--- src/rtl/verificador_de_senha.sv ---
// verificador_de_senha
//   Password checker and lock controller fed by the keypad decoder. Each
//   20-digit packet is captured on the rising edge of digitos_valid. It is then
//   classified and compared with the stored password, which drives the lock,
//   the failure counter and the lockout. A 'B' packet, then the current
//   password, then a new one changes the stored password.
// Ports
//   clk            clock
//   rst            async reset, active-high
//   digitos_value  20 x 4-bit digits, [3:0] = most recent key, 'hF = empty
//   digitos_valid  packet valid (may stay high for several cycles)
//   tranca_aberta  lock open
//   bloqueado      lockout active
//   teclado_enable keypad input allowed (0 during lockout)
//   erro_pulso     1-cycle pulse on a wrong, malformed or rejected entry
//   senha_alterada 1-cycle pulse when a new password is stored
//   tentativas     consecutive failure count, saturating
module verificador_de_senha #(
  parameter int          MIN_LEN        = 4,
  parameter int          MAX_LEN        = 12,
  parameter int          MAX_TENTATIVAS = 3,
  parameter int          T_ABERTO       = 5000,
  parameter int          T_BLOQUEIO     = 20000,
  parameter logic [79:0] SENHA_PADRAO   = {{16{4'hF}}, 16'h1234}
) (
  input  logic        clk,
  input  logic        rst,
  input  logic [79:0] digitos_value,
  input  logic        digitos_valid,
  output logic        tranca_aberta,
  output logic        bloqueado,
  output logic        teclado_enable,
  output logic        erro_pulso,
  output logic        senha_alterada,
  output logic [1:0]  tentativas
);

  localparam int TMAX = (T_ABERTO > T_BLOQUEIO) ? T_ABERTO : T_BLOQUEIO;
  localparam int TW   = $clog2(TMAX + 1);
  localparam logic [1:0] MAX_T = 2'(MAX_TENTATIVAS);

  typedef enum logic [2:0] {
    IDLE, ABERTO, FALHA, BLOQUEIO, CHG_AUTH, CHG_NOVA
  } state_t;

  typedef enum logic [1:0] {CLS_CMD_B, CLS_TIMEOUT, CLS_WF, CLS_MAL} cls_t;

  state_t        state_reg;
  logic [TW-1:0] timer_reg;
  logic          pend_reg;
  logic          valid_q;
  logic [79:0]   pkt_q;
  logic [79:0]   senha_q;

  // Per-digit decode of the captured packet and of the incoming value.
  logic [19:0] is_dec, is_f, is_b, is_e, in_is_f;

  genvar gi;
  generate
    for (gi = 0; gi < 20; gi++) begin : g_digit
      assign is_dec[gi]  = (pkt_q[4*gi +: 4] <= 4'd9);
      assign is_f[gi]    = (pkt_q[4*gi +: 4] == 4'hF);
      assign is_b[gi]    = (pkt_q[4*gi +: 4] == 4'hB);
      assign is_e[gi]    = (pkt_q[4*gi +: 4] == 4'hE);
      assign in_is_f[gi] = (digitos_value[4*gi +: 4] == 4'hF);
    end
  endgenerate

  // Well-formed: a run of decimal digits from slot 0, then only 'hF.
  logic       wf;
  logic       seen_f;
  logic       shape_ok;
  logic [4:0] len;

  always_comb begin
    seen_f   = 1'b0;
    shape_ok = 1'b1;
    len      = 5'd0;
    for (int i = 0; i < 20; i++) begin
      if (!seen_f) begin
        if (is_dec[i])     len = len + 5'd1;
        else if (is_f[i])  seen_f = 1'b1;
        else               shape_ok = 1'b0;
      end else if (!is_f[i]) begin
        shape_ok = 1'b0;
      end
    end
    wf = shape_ok && (len >= 5'(MIN_LEN)) && (len <= 5'(MAX_LEN));
  end

  cls_t cls;
  logic match;

  always_comb begin
    if (&is_b)      cls = CLS_CMD_B;
    else if (&is_e) cls = CLS_TIMEOUT;
    else if (wf)    cls = CLS_WF;
    else            cls = CLS_MAL;
  end

  assign match = (cls == CLS_WF) && (pkt_q == senha_q);

  // Only a fresh edge is taken. It is dropped while another packet is pending
  // or while the lock is open / locked out; it is never queued.
  logic accepting_state;
  logic accept;

  assign accepting_state = (state_reg == IDLE) || (state_reg == CHG_AUTH) ||
                           (state_reg == CHG_NOVA);
  assign accept = digitos_valid && !valid_q && !(&in_is_f) &&
                  !pend_reg && accepting_state;

  logic [1:0] tent_inc;
  assign tent_inc = (tentativas == MAX_T) ? tentativas : tentativas + 2'd1;

  always_ff @(posedge clk or posedge rst) begin
    if (rst) begin
      valid_q <= 1'b0;
      pkt_q   <= '1;
      pend_reg <= 1'b0;
    end else begin
      valid_q <= digitos_valid;
      if (accept) pkt_q <= digitos_value;
      // A pending packet is always consumed in the following cycle.
      pend_reg <= pend_reg ? 1'b0 : accept;
    end
  end

  always_ff @(posedge clk or posedge rst) begin
    if (rst) begin
      state_reg      <= IDLE;
      timer_reg      <= '0;
      senha_q        <= SENHA_PADRAO;
      tranca_aberta  <= 1'b0;
      bloqueado      <= 1'b0;
      teclado_enable <= 1'b1;
      erro_pulso     <= 1'b0;
      senha_alterada <= 1'b0;
      tentativas     <= 2'd0;
    end else begin
      erro_pulso     <= 1'b0;
      senha_alterada <= 1'b0;
      case (state_reg)
        IDLE: if (pend_reg) begin
          if (match) begin
            state_reg     <= ABERTO;
            tranca_aberta <= 1'b1;
            timer_reg     <= TW'(T_ABERTO - 1);
            tentativas    <= 2'd0;
          end else if (cls == CLS_CMD_B) begin
            state_reg <= CHG_AUTH;
          end else if (cls == CLS_TIMEOUT) begin
            erro_pulso <= 1'b1;
          end else begin
            state_reg  <= FALHA;
            erro_pulso <= 1'b1;
            tentativas <= tent_inc;
          end
        end
        // Loaded with T-1 so the output is high for exactly T cycles.
        ABERTO: begin
          if (timer_reg == '0) begin
            state_reg     <= IDLE;
            tranca_aberta <= 1'b0;
          end else begin
            timer_reg <= timer_reg - 1'b1;
          end
        end
        FALHA: begin
          if (tentativas == MAX_T) begin
            state_reg      <= BLOQUEIO;
            bloqueado      <= 1'b1;
            teclado_enable <= 1'b0;
            timer_reg      <= TW'(T_BLOQUEIO - 1);
          end else begin
            state_reg <= IDLE;
          end
        end
        BLOQUEIO: begin
          if (timer_reg == '0) begin
            state_reg      <= IDLE;
            bloqueado      <= 1'b0;
            teclado_enable <= 1'b1;
            tentativas     <= 2'd0;
          end else begin
            timer_reg <= timer_reg - 1'b1;
          end
        end
        CHG_AUTH: if (pend_reg) begin
          if (match) begin
            state_reg <= CHG_NOVA;
          end else if (cls == CLS_CMD_B || cls == CLS_TIMEOUT) begin
            state_reg  <= IDLE;
            erro_pulso <= 1'b1;
          end else begin
            state_reg  <= FALHA;
            erro_pulso <= 1'b1;
            tentativas <= tent_inc;
          end
        end
        CHG_NOVA: if (pend_reg) begin
          state_reg <= IDLE;
          if (cls == CLS_WF) begin
            senha_q        <= pkt_q;
            senha_alterada <= 1'b1;
            tentativas     <= 2'd0;
          end else begin
            erro_pulso <= 1'b1;
          end
        end
        default: state_reg <= IDLE;
      endcase
    end
  end

endmodule

--- config.mk ---
export PLATFORM = sky130hd
export DESIGN_NAME = verificador_de_senha
export DESIGN_NICKNAME = d
export VERILOG_FILES = /design/src/rtl/verificador_de_senha.sv
export SDC_FILE = /design/constraint.sdc
export NUM_CORES = 1
export LEC_CHECK = 0
export ABC_AREA = 1
export CAP_MARGIN = 20
export CORE_MARGIN = 2
export CORE_UTILIZATION = 39
export CTS_BUF_LIST = sky130_fd_sc_hd__clkbuf_2 sky130_fd_sc_hd__clkbuf_4 sky130_fd_sc_hd__clkbuf_8
export DETAILED_ROUTE_END_ITERATION = 10
export GPL_ROUTABILITY_DRIVEN = 0
export PLACE_DENSITY = 0.54
export SETUP_SLACK_MARGIN = 0.1
export SLEW_MARGIN = 20
export SYNTH_ARGS = -nofsm -noshare
export SYNTH_HDL_FRONTEND = slang
export SYNTH_SLANG_ARGS = --single-unit
--- constraint.sdc ---
create_clock -name clk -period 12.09 [get_ports clk]
set_clock_uncertainty 0.1 [all_clocks]
set_input_delay 2.418 -clock clk [delete_from_list [all_inputs] [get_ports clk]]
set_output_delay 2.418 -clock clk [all_outputs]
set_load 0.02 [all_outputs]
==> flow_summary.json <==
{
  "grt_pass1_vias": 11300,
  "synth.top_cells.by_area": "dfstp_2, nand2_1, dfrtp_1, inv_1, nand3_1",
  "cts-htree-levels": 4,
  "grt_max_degree": 95,
  "initial_utilization_pct": 39.5,
  "cts_buffer_depth": 2,
  "startpoint_type": "flip-flop",
  "cts_tree": "yes",
  "dieArea_mm2": 0.0344,
  "synthTopCellsByCount": "nand2_1, inv_1, dfstp_2, nand3_1, nor2_1",
  "chipHeight_um": 185,
  "cp_max_fo": 32,
  "clkTransAtPathRegs_ns": 0.10,
  "synth_area_mm2": 0.0128,
  "drv_slew": 0,
  "dr.pass1.iters": 5,
  "area_growth_pct": 13.9,
  "grt-ovfl-total": 0,
  "diodes": 0,
  "clkSinkCount": 187,
  "wire_per_inst_um": 15.5,
  "path_common_cell": "nand2_1",
  "ys_types": 48,
  "die_x_um": 185,
  "place_hpwl_um": 28200,
  "synth_ff_type": "dfstp_2",
  "io_buffers": 89,
  "clkLatencyLatePin_ns": 0.50,
  "setup_viol": 0,
  "startpoint": "pkt_q[7]",
  "grt_pass1_wl_um": 58800,
  "hold-worst-slack_ns": 0.375,
  "rsz0062_at_grt": "no",
  "fin_crit_ns": 10.87,
  "synth_edf_count": 0,
  "worst_pin_slew_ns": 0.882,
  "syn_nets": 1907,
  "root_buffer": "clkbuf_8",
  "tns_ns": 0,
  "hold_violations": 0,
  "tritoncts.num_buffers": 17,
  "viasPerCell": 5.03,
  "ys_ff_latch": 187,
  "cpMaxStageDelayCell": "dfstp_2",
  "hp-start": "senha_q[60]",
  "fp.coreArea_mm2": 0.0325,
  "max-cap-violations": 0,
  "finish.net_count": 1988,
  "drc": 0,
  "drt_iter0_drc": 833,
  "synth-async-reset-ratio_pct": 100,
  "core.rowCount": 66,
  "hold_buffers": 0,
  "synth_area_per_cell_um2": 7.11,
  "hold_path_class": "flip-flop to flip-flop",
  "max_freq_mhz": 92.0,
  "status": "finished clean",
  "cp_slowest_stage_delay_ns": 0.59,
  "critPathRequiredTime_ns": 12.41,
  "arrival_ns": 11.19,
  "slew_headroom_pct": 40.6,
  "ys_seq_area_share_pct": 38.0,
  "crit_type": "flip-flop to flip-flop",
  "r2r-start": "pkt_q[7]",
  "synth_area_leader_cell": "dfstp_2",
  "syn_inst": 1805,
  "synth.top_cell.area_share_pct": 30.7,
  "synth_warnings": 0,
  "grtUsageTotal_pct": 21.9,
  "ios": 90,
  "yosysMostFrequentCell": "nand2_1",
  "dr_total_vias": 11800,
  "drive_above_1_share_pct": 16.6,
  "antenna_found_initial": 0,
  "ant_nets": 0,
  "worstSetupEndpointType": "flip-flop",
  "finalCritPeriodShare_pct": 89.9,
  "drt_wl_total_um": 36200
}
==> final cells by class <==
| cell class | count | area [um2] |
|---|---|---|
| Multi-Input combinational cell | 1309 | 6730 |
| Clock inverter | 10 | 119 |
| Clock buffer | 21 | 270 |
| Timing Repair Buffer | 100 | 1030 |
| Inverter | 271 | 1040 |
| Tap cell | 442 | 553 |
| Fill cell | 3334 | 17800 |
| Sequential cell | 187 | 4870 |
==> routing by layer <==
layer | GRT usage, % | share of wire [%]
met4 | 5.68 | 1.8
met3 | 3.42 | 3.6
met1 | 31.4 | 49
met2 | 34.2 | 45
met5 | 0 | 0
==> path summary, 6_finish.rpt <==
| check | end | slack [ns] | cells after the start |
|---|---|---|---|
| min in group asynchronous | senha_alterada | 2.33 | 2 |
| max | senha_q[66] | 1.22 | 80 |
| max reg2reg | senha_q[66] | 1.22 | 80 |
| max in group asynchronous | pkt_q[30] | 7.72 | 4 |
| min | senha_q[60] | 0.37 | 2 |
| min reg2reg | senha_q[60] | 0.37 | 2 |
==> worst max-delay path, delay by kind of cell (launching register included) <==
kind	cells	cell delay [ns]
compound gates	4	0.42
flops	1	0.59
simple gates	47	5.29
fa+ha+maj	11	3.11
buf+inv	18	1.28
==> layout by cell type, fill, tap and decap left out, drive strengths merged, types with 3 or more instances in the layout <==
cell / n
nand2: 543
inv: 268
o21ai: 192
nand3: 159
dfstp: 150
nor2: 137
clkdlybuf4s50: 89
nand4: 57
xor2: 47
nor4: 42
dfrtp: 37
xnor2: 27
a21oi: 23
clkbuf: 22
or2: 20
ha: 19
nor3: 18
buf: 10
clkinv: 7
nand3b: 6
o221ai: 4
clkinvlp: 4
a31oi: 3
==> through the flow <==
| stage | worst slack, ns | utilization (%) | instances | cell area [um2] |
|---|---|---|---|---|
| finish | 1.22 | 45.0 | 2340 | 14600 |
| global route | 0.111 | 45.0 | 2340 | 14600 |
| CTS | 0.880 | 44.7 | 2337 | 14500 |
| detailed placement | 0.944 | 43.5 | 2306 | 14100 |
| global placement | 1.30 | 43.5 | 2306 | 14100 |
| floorplan | 2.14 | - | 1805 | 12800 |
==> timing repair <==
action                                  CTS  global route
setup buffers                             0             2
gates resized for setup                   0            16
hold endpoints to repair                  0             0
endpoints found under the setup margin    0            82
==> cell families after synthesis <==
kind of cell	synth area share, %
buf+inv	9.67
flops	38.0
compound gates	9.64
simple gates	35.8
xor+xnor	5.05
fa+ha+maj	1.85
Power is left out: the tool's default activity adds up to more than one toggle a clock period on the data nets, which glitch-free logic cannot reach.
